--- config.mk ---
export PLATFORM = sky130hd
export DESIGN_NAME = iir_decimator
export DESIGN_NICKNAME = d
export VERILOG_FILES = /design/src/rtl/iir_decim_pkg.sv /design/src/rtl/sample_fifo.sv /design/src/rtl/iir_decimator.sv
export SDC_FILE = /design/constraint.sdc
export NUM_CORES = 1
export LEC_CHECK = 0
export CORE_AREA = 5 5 138 140
export DETAILED_ROUTE_END_ITERATION = 10
export DIE_AREA = 0 0 143 145
export PLACE_DENSITY = 0.72
export SLEW_MARGIN = 20
export SYNTH_ARGS = -nofsm -noshare
export SYNTH_HDL_FRONTEND = slang
export SYNTH_SLANG_ARGS = --single-unit
--- constraint.sdc ---
create_clock -name clk -period 5 [get_ports clk]
set_clock_uncertainty 0.15 [all_clocks]
set_input_delay 0.75 -clock clk [delete_from_list [all_inputs] [get_ports clk]]
set_output_delay 0.75 -clock clk [all_outputs]
set_load 0.01 [all_outputs]
--- src/rtl/iir_decim_pkg.sv ---
// ----------------------------------------------------------------------------
// iir_decim_pkg
// Shared constants, types and helper functions for the IIR decimator slice.
//   clog2_const : constant-foldable ceil(log2(value)), valid in port widths.
//   sat_round   : round-half-up arithmetic right shift followed by clipping to
//                 a signed out_width range; reports whether clipping happened.
//   ACC_WIDTH / LVL_WIDTH : widths for the default block configuration.
// ----------------------------------------------------------------------------
package iir_decim_pkg;

    // Working width for the rounding/saturation helper. Every accumulator
    // must be narrower than this so the rounding offset can never overflow.
    localparam int CALC_WIDTH = 64;

    localparam int DEF_WIDTH      = 32;
    localparam int DEF_DECIM      = 4;
    localparam int DEF_FIFO_DEPTH = 4;

    function automatic int clog2_const(input int value);
        int res;
        res = 0;
        for (int i = 0; i < 31; i++) begin
            if ((32'sd1 <<< i) < value) begin
                res = i + 1;
            end else begin
                res = res;
            end
        end
        return res;
    endfunction

    localparam int ACC_WIDTH = DEF_WIDTH + clog2_const(DEF_DECIM);
    localparam int LVL_WIDTH = clog2_const(DEF_FIFO_DEPTH + 1);

    typedef struct packed {
        logic signed [CALC_WIDTH-1:0] clipped;
        logic                         sat;
    } sat_round_t;

    // (value + 2^(shift-1)) >>> shift, then clip to out_width signed bits.
    // shift must be at least 1.
    function automatic sat_round_t sat_round(
        input logic signed [CALC_WIDTH-1:0] value,
        input int                           shift,
        input int                           out_width
    );
        logic signed [CALC_WIDTH-1:0] w_half;
        logic signed [CALC_WIDTH-1:0] w_rnd;
        logic signed [CALC_WIDTH-1:0] w_max;
        logic signed [CALC_WIDTH-1:0] w_min;
        sat_round_t                   res;
        w_half = 64'sd1 <<< (shift - 1);
        w_rnd  = (value + w_half) >>> shift;
        w_max  = (64'sd1 <<< (out_width - 1)) - 64'sd1;
        w_min  = -(64'sd1 <<< (out_width - 1));
        if (w_rnd > w_max) begin
            res.clipped = w_max;
            res.sat     = 1'b1;
        end else if (w_rnd < w_min) begin
            res.clipped = w_min;
            res.sat     = 1'b1;
        end else begin
            res.clipped = w_rnd;
            res.sat     = 1'b0;
        end
        return res;
    endfunction

endpackage

--- src/rtl/sample_fifo.sv ---
// ----------------------------------------------------------------------------
// sample_fifo
// Small first-in first-out buffer with a registered head word.
//   clk, rst   : clock, asynchronous active-low reset
//   push       : write push_data (ignored when full unless popping this edge)
//   pop        : remove the head (ignored when empty)
//   head       : oldest entry, 0 when empty; changes only on a pop or on a
//                write into an empty buffer
//   empty/full : occupancy status (registered)
//   level      : current number of entries
// ----------------------------------------------------------------------------
module sample_fifo
    import iir_decim_pkg::*;
#(
    parameter int WIDTH = 16,
    parameter int DEPTH = 4
) (
    input  logic                            clk,
    input  logic                            rst,
    input  logic                            push,
    input  logic [WIDTH-1:0]                push_data,
    input  logic                            pop,
    output logic [WIDTH-1:0]                head,
    output logic                            empty,
    output logic                            full,
    output logic [clog2_const(DEPTH+1)-1:0] level
);

    localparam int PTR_W = clog2_const(DEPTH);
    localparam int LVL_W = clog2_const(DEPTH + 1);
    localparam logic [LVL_W-1:0] LVL_FULL = LVL_W'(DEPTH);

    logic [WIDTH-1:0] r_mem [DEPTH];
    logic [PTR_W-1:0] r_rd_ptr;
    logic [PTR_W-1:0] r_wr_ptr;
    logic [LVL_W-1:0] r_level;
    logic [WIDTH-1:0] r_head;
    logic             r_empty;
    logic             r_full;

    logic             w_do_pop;
    logic             w_do_push;
    logic [PTR_W-1:0] w_rd_next;
    logic [LVL_W-1:0] w_remaining;
    logic [LVL_W-1:0] w_level_next;
    logic [WIDTH-1:0] w_head_next;

    // Qualify push/pop and compute next-state occupancy and read pointer.
    // A push at full is accepted only when a pop frees a slot on the same edge.
    always_comb begin
        w_do_pop     = pop && !r_empty;
        w_do_push    = push && (!r_full || w_do_pop);
        w_rd_next    = w_do_pop ? (r_rd_ptr + PTR_W'(1)) : r_rd_ptr;
        w_remaining  = w_do_pop ? (r_level - LVL_W'(1)) : r_level;
        w_level_next = w_do_push ? (w_remaining + LVL_W'(1)) : w_remaining;
    end

    // Next head word: if nothing older survives the pop, the incoming word
    // becomes the head directly; otherwise it is the stored entry at the new
    // read pointer.
    always_comb begin
        w_head_next = '0;
        if (w_level_next == LVL_W'(0)) begin
            w_head_next = '0;
        end else if (w_do_push && (w_remaining == LVL_W'(0))) begin
            w_head_next = push_data;
        end else begin
            w_head_next = r_mem[w_rd_next];
        end
    end

    // Storage, pointers, level and registered status/head.
    always_ff @(posedge clk or negedge rst) begin
        if (!rst) begin
            for (int i = 0; i < DEPTH; i++) begin
                r_mem[i] <= '0;
            end
            r_rd_ptr <= '0;
            r_wr_ptr <= '0;
            r_level  <= '0;
            r_head   <= '0;
            r_empty  <= 1'b1;
            r_full   <= 1'b0;
        end else begin
            if (w_do_push) begin
                r_mem[r_wr_ptr] <= push_data;
                r_wr_ptr        <= r_wr_ptr + PTR_W'(1);
            end
            r_rd_ptr <= w_rd_next;
            r_level  <= w_level_next;
            r_head   <= w_head_next;
            r_empty  <= (w_level_next == LVL_W'(0));
            r_full   <= (w_level_next == LVL_FULL);
        end
    end

    assign head  = r_head;
    assign empty = r_empty;
    assign full  = r_full;
    assign level = r_level;

endmodule

--- src/rtl/iir_decimator.sv ---
// ----------------------------------------------------------------------------
// iir_decimator
// Averages each block of DECIM signed input samples, requantises by SHIFT with
// round-half-up, saturates to OUT_WIDTH bits and buffers results in a FIFO
// read through a valid/ready handshake. Never backpressures the source:
// results arriving at a full FIFO are dropped.
//   clk, rst              : clock, asynchronous active-low reset
//   xin, xin_valid        : input sample and its qualifier
//   yout, yout_valid      : FIFO head (0 when empty) and not-empty
//   yout_ready            : sink takes the head when valid && ready
//   fifo_level            : FIFO occupancy
//   sat_flag, drop_flag   : sticky saturation / discard indicators
// ----------------------------------------------------------------------------
module iir_decimator
    import iir_decim_pkg::*;
#(
    parameter int WIDTH      = DEF_WIDTH,
    parameter int DECIM      = DEF_DECIM,
    parameter int SHIFT      = 16,
    parameter int OUT_WIDTH  = 16,
    parameter int FIFO_DEPTH = DEF_FIFO_DEPTH
) (
    input  logic                                clk,
    input  logic                                rst,
    input  logic signed [WIDTH-1:0]             xin,
    input  logic                                xin_valid,
    output logic signed [OUT_WIDTH-1:0]         yout,
    output logic                                yout_valid,
    input  logic                                yout_ready,
    output logic [$clog2(FIFO_DEPTH+1)-1:0]     fifo_level,
    output logic                                sat_flag,
    output logic                                drop_flag
);

    localparam int L     = clog2_const(DECIM);
    localparam int ACC_W = WIDTH + L;
    localparam int LVL_W = clog2_const(FIFO_DEPTH + 1);
    localparam logic [L-1:0] CNT_LAST = L'(DECIM - 1);

    logic signed [ACC_W-1:0]     r_acc;
    logic [L-1:0]                r_cnt;
    logic [OUT_WIDTH-1:0]        r_res;
    logic                        r_pend;
    logic                        r_sat;
    logic                        r_drop;

    logic signed [ACC_W-1:0]     w_sum;
    logic signed [CALC_WIDTH-1:0] w_sum_ext;
    sat_round_t                  w_sr;
    logic                        w_block_done;
    logic                        w_pop;
    logic [OUT_WIDTH-1:0]        w_head;
    logic                        w_empty;
    logic                        w_full;
    logic [LVL_W-1:0]            w_level;

    // Block sum including the current sample, then round/shift/saturate.
    // The accumulator is L bits wider than a sample so DECIM samples never wrap.
    always_comb begin
        w_sum        = r_acc + {{L{xin[WIDTH-1]}}, xin};
        w_sum_ext    = {{(CALC_WIDTH - ACC_W){w_sum[ACC_W-1]}}, w_sum};
        w_sr         = sat_round(w_sum_ext, L + SHIFT, OUT_WIDTH);
        w_block_done = xin_valid && (r_cnt == CNT_LAST);
        w_pop        = !w_empty && yout_ready;
    end

    // Accumulator and in-block sample counter; idle cycles hold both.
    always_ff @(posedge clk or negedge rst) begin
        if (!rst) begin
            r_acc <= '0;
            r_cnt <= '0;
        end else if (xin_valid) begin
            if (r_cnt == CNT_LAST) begin
                r_acc <= '0;
                r_cnt <= '0;
            end else begin
                r_acc <= w_sum;
                r_cnt <= r_cnt + L'(1);
            end
        end
    end

    // Result register with its pending bit (pending lasts one cycle: the
    // write stage consumes it on the following edge) and sticky saturation.
    always_ff @(posedge clk or negedge rst) begin
        if (!rst) begin
            r_res  <= '0;
            r_pend <= 1'b0;
            r_sat  <= 1'b0;
        end else begin
            r_pend <= w_block_done;
            if (w_block_done) begin
                r_res <= w_sr.clipped[OUT_WIDTH-1:0];
                if (w_sr.sat) begin
                    r_sat <= 1'b1;
                end
            end
        end
    end

    // Sticky drop: pending result meets a full FIFO that is not popping.
    always_ff @(posedge clk or negedge rst) begin
        if (!rst) begin
            r_drop <= 1'b0;
        end else if (r_pend && w_full && !w_pop) begin
            r_drop <= 1'b1;
        end
    end

    sample_fifo #(
        .WIDTH (OUT_WIDTH),
        .DEPTH (FIFO_DEPTH)
    ) u_fifo (
        .clk       (clk),
        .rst       (rst),
        .push      (r_pend),
        .push_data (r_res),
        .pop       (w_pop),
        .head      (w_head),
        .empty     (w_empty),
        .full      (w_full),
        .level     (w_level)
    );

    assign yout       = w_head;
    assign yout_valid = !w_empty;
    assign fifo_level = w_level;
    assign sat_flag   = r_sat;
    assign drop_flag  = r_drop;

endmodule

* Yosys cells after proc, flatten, opt, wreduce, memory -nomap -nowiden
Index checks and enable logic that the tools add are counted.
** Storage, ports and cells
- Flip-flop bits (word level) :: 144
- Bits of input ports :: 36
- Word-level logic and storage cells :: 62
** Cells by class
- Equal/unequal tests :: 2
- Bitwise operators :: 2
- $add $sub $neg :: 7
- Muxes and demuxes :: 15
- Magnitude comparators :: 5
- Reductions and logical operators :: 15
** Operators by type and width (count)
- $mux 16 :: 5
- $bwmux 64 :: 1
- $add 34x19->35 const B :: 1
- $add 34x34->34 :: 1
- $mux 17 :: 2
- $mux 34 :: 1
- $bmux 16 s2 :: 1
- $demux 16 s2 :: 1
- $gt 17x16->1 const B :: 1
- $lt 17x16->1 const B :: 1
- $logic_and 1x1->1 :: 8
- $add 2x1->2 const B :: 3
- $ge 3x3->1 const B :: 2
- $logic_not 3->1 :: 2
- $mux 3 :: 2
- $not 2->3 :: 2
- $mux 2 :: 2
- $add 3x1->3 const B :: 1
- $eq 3x3->1 const B :: 1
- $logic_not 1->1 :: 3
- $lt 3x1->1 const B :: 1
- $sub 3x1->3 const B :: 1
- $eq 2x2->1 const B :: 1
- $reduce_and 2->1 :: 1
- $logic_or 1x1->1 :: 1

* Depth between registers and ports, before layout
- Depth in word-level cells :: 10
- Gate-level depth with buffers :: 16
- Gate-level depth less buffers :: 15

* By module
From an unflattened synthesis, not the netlist that was laid out.
** Unflattened totals
- Cell total of the unflattened synthesis :: 966
- Area, all modules :: 9447.8 um2
** Modules (own cells, without submodules)
- iir_decimator :: area each 4938.5 um2, times used 1, cells an instance 565, sequential area each 1376.3 um2
- sample_fifo :: area each 4509.3 um2, times used 1, cells an instance 401, sequential area each 2228.4 um2

* Worst setup path after synthesis
No wires, ideal clock.
- Path kind :: input -> register
- Start :: in xin[11]
- End :: reg r_res[2]
- Slack :: 0.565 ns
- Required time :: 4.729 ns
- Stages :: 15
- Buffers on the path :: 1
- Data arrival time :: 4.164 ns
- Cells stage by stage :: ha_1 buf_6 a21o_1 a31o_1 a2111oi_4 a21oi_1 o21ai_0 and2_1 ha_1 nand3_1 nor4_4 or2b_2 nor4_4 nor2_1 o22a_1
** On the way
- Longest elaborated chain between the ends :: 5
** Ends and longest elaborated chain
- start: declaration :: line iir_decimator.sv:25 : input logic signed [WIDTH-1:0] xin,
- $add 34x34->34 (*) :: line iir_decimator.sv:60 : w_sum = r_acc + {{L{xin[WIDTH-1]}}, xin};
- $add 34x19->35 (*) :: line iir_decim_pkg.sv:53 : w_rnd = (value + w_half) >>> shift;
- $lt 17x16->1 :: line iir_decim_pkg.sv:59 : end else if (w_rnd < w_min) begin
- $mux 17 :: line iir_decim_pkg.sv:59
- $mux 17 (*) :: line iir_decim_pkg.sv:56 : if (w_rnd > w_max) begin
- end signal: assignment :: line iir_decimator.sv:93 : r_res <= w_sr.clipped[OUT_WIDTH-1:0];
- end: declaration :: line iir_decimator.sv:42 : logic [OUT_WIDTH-1:0] r_res;
Every way passes the cells marked *; elsewhere a longest branch is shown, timed or not.
A chain may end at the register's enable or synchronous reset.

* Final worst setup path
- Start :: in xin[11]
- End :: reg r_res[7]
Same word-level chain as after synthesis.

==> flow_summary.ini <==
[place]
preCtsSetupSlack_ns = 0.137
portBuffers = 57
dp_hpwl_um = 14100
placed_area_mm2 = 0.00950
dp_cells = 1118
gp_congestion = 0.888

[worst_setup_path]
crit_path_max_incr_delay_ns = 0.46
rr_worst_depth = 15
rrSetupSlack_ns = 0.91
cp-end-kind = flop
startpoint = xin[11]
path_class = in -> reg
reg2reg_to = r_res[7]$_DFFE_PN0P_
cp.required_ns = 5.15
crit_path_cell_trace = clkdlybuf4s50_1, ha_1, a21o_1, a31o_1, a2111oi_4, a21oi_1, or3_2, and2_1, ha_1, nand3_1, nor4_4, buf_4, a21oi_1, o41ai_4, buf_4, o32a_1
arrival_ns = 4.62
r2r_start = r_acc[11]$_DFFE_PN0P_
cp_max_fo = 14
startpoint_type = input pin
crit_slowest_cell = or3_2
cp-endpoint = r_res[7]$_DFFE_PN0P_

[grt]
grt_start_max_net_pins = 111
grt_pass1_wl_um = 33400
antenna_found_initial = 0
grt_overflow_total = 0
track_usage = 0.198
grt_pass1_vias = 6709

[layout]
multi_input_area_mm2 = 0.00462
instances_no_fill = 1150
finalInstanceArea_mm2 = 0.0101
diodes = 0
seqCellArea_mm2 = 0.00360
num-nets-final = 987
fill_cells = 1516
areaGrowthSynthToFinish_pct = 16.5
drive_gt1_frac = 0.189

[power]
pwr-share-clk = 0.180
p_int_w = 0.00429
power.density_mw_per_mm2 = 715
pwr-share-seq = 0.289
p_sw_w = 0.00293
sw_frac_of_total = 0.406
ir_drop_v = 0.000408
p_leak_nw = 4.40
power_frac_comb = 0.531

[clock_tree]
path_clk_slew_ns = 0.06
cts_root_buf = clkbuf_16
cts_setup_buffers = 0
clk_latency_ns = 0.43
cts_tree = yes
cts_made_buffers = 17
cts.htree.levels = 4
ctsHoldBuffers = 0
numClockSinks = 144
cts_resized = 0
clk_path_buf_depth = 2

[die]
die_width_um = 143
initial_utilization = 0.489
die-area_mm2 = 0.0207
io_pins = 58
core-area_mm2 = 0.0177
die_h_um = 145
num_rows = 49

[outcome]
outcome = finished, final reports clean

[sta]
fin_hold_ws_ns = 0.277
min_period_over_period = 0.894
slew_viol_final = 0
fin_crit_ns = 4.47
slew_headroom = 0.425
rsz0062_at_grt = false
setup_ws_ns = 0.528
hold_viol = 0
max_clock_freq_ghz = 0.224
tns_ns = 0
finalSetupViolations = 0
worstMarginPinSlew_ns = 0.862

[detailed_routing]
viasPerCell = 5.74
firstDrtPassIters = 7
drtIter0Drc = 378
vias = 6600
routedWlPerCell_um = 17.0
drc = 0
antenna_left = 0
routed_wirelength_um = 19600

[logic_synthesis]
mappedNetlistArea_mm2 = 0.00867
avgSynthCellArea_um2 = 10.3
synth.distinct_cells = 75
synth_area_leaders = dfrtp_1, mux2_2, ha_1, nand2_1, mux4_2
synth_edf_count = 0
ys_seq_elements = 144
synth-seq-area-share = 0.416
synthCells = 843
yosys_warnings = 0
yosys.area.top_type = dfrtp_1
async_flop_share = 1.00
synth_nets = 922
yosysTopAreaCellShare = 0.413
ys.flop_type = dfrtp_1

[run]
maxCapViolations = 0

[min_path]
min_path_type = in -> async
==> layout make-up <==
class | count | area share
tap | 229 | 0.0284
timing repair buffer | 88 | 0.0799
clock buffer | 18 | 0.0435
clock inverter | 14 | 0.0160
sequential | 144 | 0.357
inverter | 50 | 0.0186
multi-input combinational | 607 | 0.457
==> worst max-delay path: cells and delay by family <==
kind            cells  cell delay [ns]
compound gates      7             1.68
fa+ha+maj           2             0.52
buf+inv             3             0.81
simple gates        4             0.87
==> state kept, by name (all words and copies together), names as in the netlist <==
register / count
u_fifo.empty: 1
sat_flag: 1
r_acc: 34
u_fifo.r_wr_ptr: 2
u_fifo.level: 3
u_fifo.r_rd_ptr: 2
drop_flag: 1
r_cnt: 2
u_fifo.full: 1
r_res: 16
u_fifo.r_mem: 64
r_pend: 1
u_fifo.head: 16
==> synth_stat cells (all sizes together), types with 7 or more instances <==
master  number
a31oi        7
o211ai       8
nand4       12
nand3       12
a211oi       7
nand2      100
o22ai       28
ha          42
clkbuf      29
and2         8
o22a        13
inv         50
xnor2       23
nor3        18
or3          7
mux2        68
o21ai       32
xor2        15
nor2b        8
buf         13
nor4         9
dfrtp      143
mux4        16
a21oi       52
a21o        15
nor2        36
==> per-stage QoR <==
step	total power [W]	utilization
5_1_grt	0.00779	0.570
2_1_floorplan	0.00486	-
4_1_cts	0.00724	0.570
6_report	0.00722	0.570
3_5_place_dp	0.00591	0.536
3_3_place_gp	0.00582	0.536
==> kinds of logic after synthesis <==
| group | synth area share |
|---|---|
| adders and majority gates | 0.0629 |
| DFF | 0.416 |
| and+or+nand+nor | 0.139 |
| xor gates and xnor gates | 0.0384 |
| AOI/OAI and AO/OA | 0.161 |
| buffers and inverters | 0.0527 |
| muxes | 0.131 |
==> power groups by stage <==
| stage | logic [W] | clock network, W | registers, W |
|---|---|---|---|
| 2_1_floorplan | 0.00284 | 0 | 0.00202 |
| 3_5_place_dp | 0.00381 | 0 | 0.00210 |
| 4_1_cts | 0.00384 | 0.00132 | 0.00209 |
| 5_1_grt | 0.00427 | 0.00137 | 0.00215 |
| 3_3_place_gp | 0.00374 | 0 | 0.00207 |
| 6_report | 0.00384 | 0.00130 | 0.00209 |
==> routing by layer <==
layer  routed length, µm  track usage  up-vias
li1                    -            -     3211
met5                   0            0        -
met3                 760       0.0352       28
met4                 357       0.0580        0
met2                9490        0.326      150
met1                8950        0.266     3211
==> cell usage in the layout, fill, tap and decap left out, types with 8 or more instances in the layout <==
cell type,synthesis,final
dfrtp_1,143,143
nand2_1,100,100
mux2_2,68,68
clkdlybuf4s50_1,0,56
a21oi_1,52,52
inv_1,50,50
ha_1,42,42
nor2_1,36,36
o21ai_0,31,31
buf_4,0,31
o22ai_1,28,28
xnor2_1,23,22
nor3_1,18,18
clkbuf_16,0,17
mux4_2,16,16
xor2_1,15,15
a21o_1,14,14
o22a_1,13,13
nand4_1,12,12
nand3_1,12,12
and2_1,8,8
nor2b_1,8,8
==> how the worst min path moves through the flow <==
| stage | to |
|---|---|
| floorplan | drop_flag$_DFFE_PN0P_ |
| global placement | drop_flag$_DFFE_PN0P_ |
| detailed placement | drop_flag$_DFFE_PN0P_ |
| CTS | drop_flag$_DFFE_PN0P_ |
| global route | drop_flag$_DFFE_PN0P_ |
| finish | u_fifo.level[1]$_DFF_PN0_ |
(Power assumes the default switching activity.)
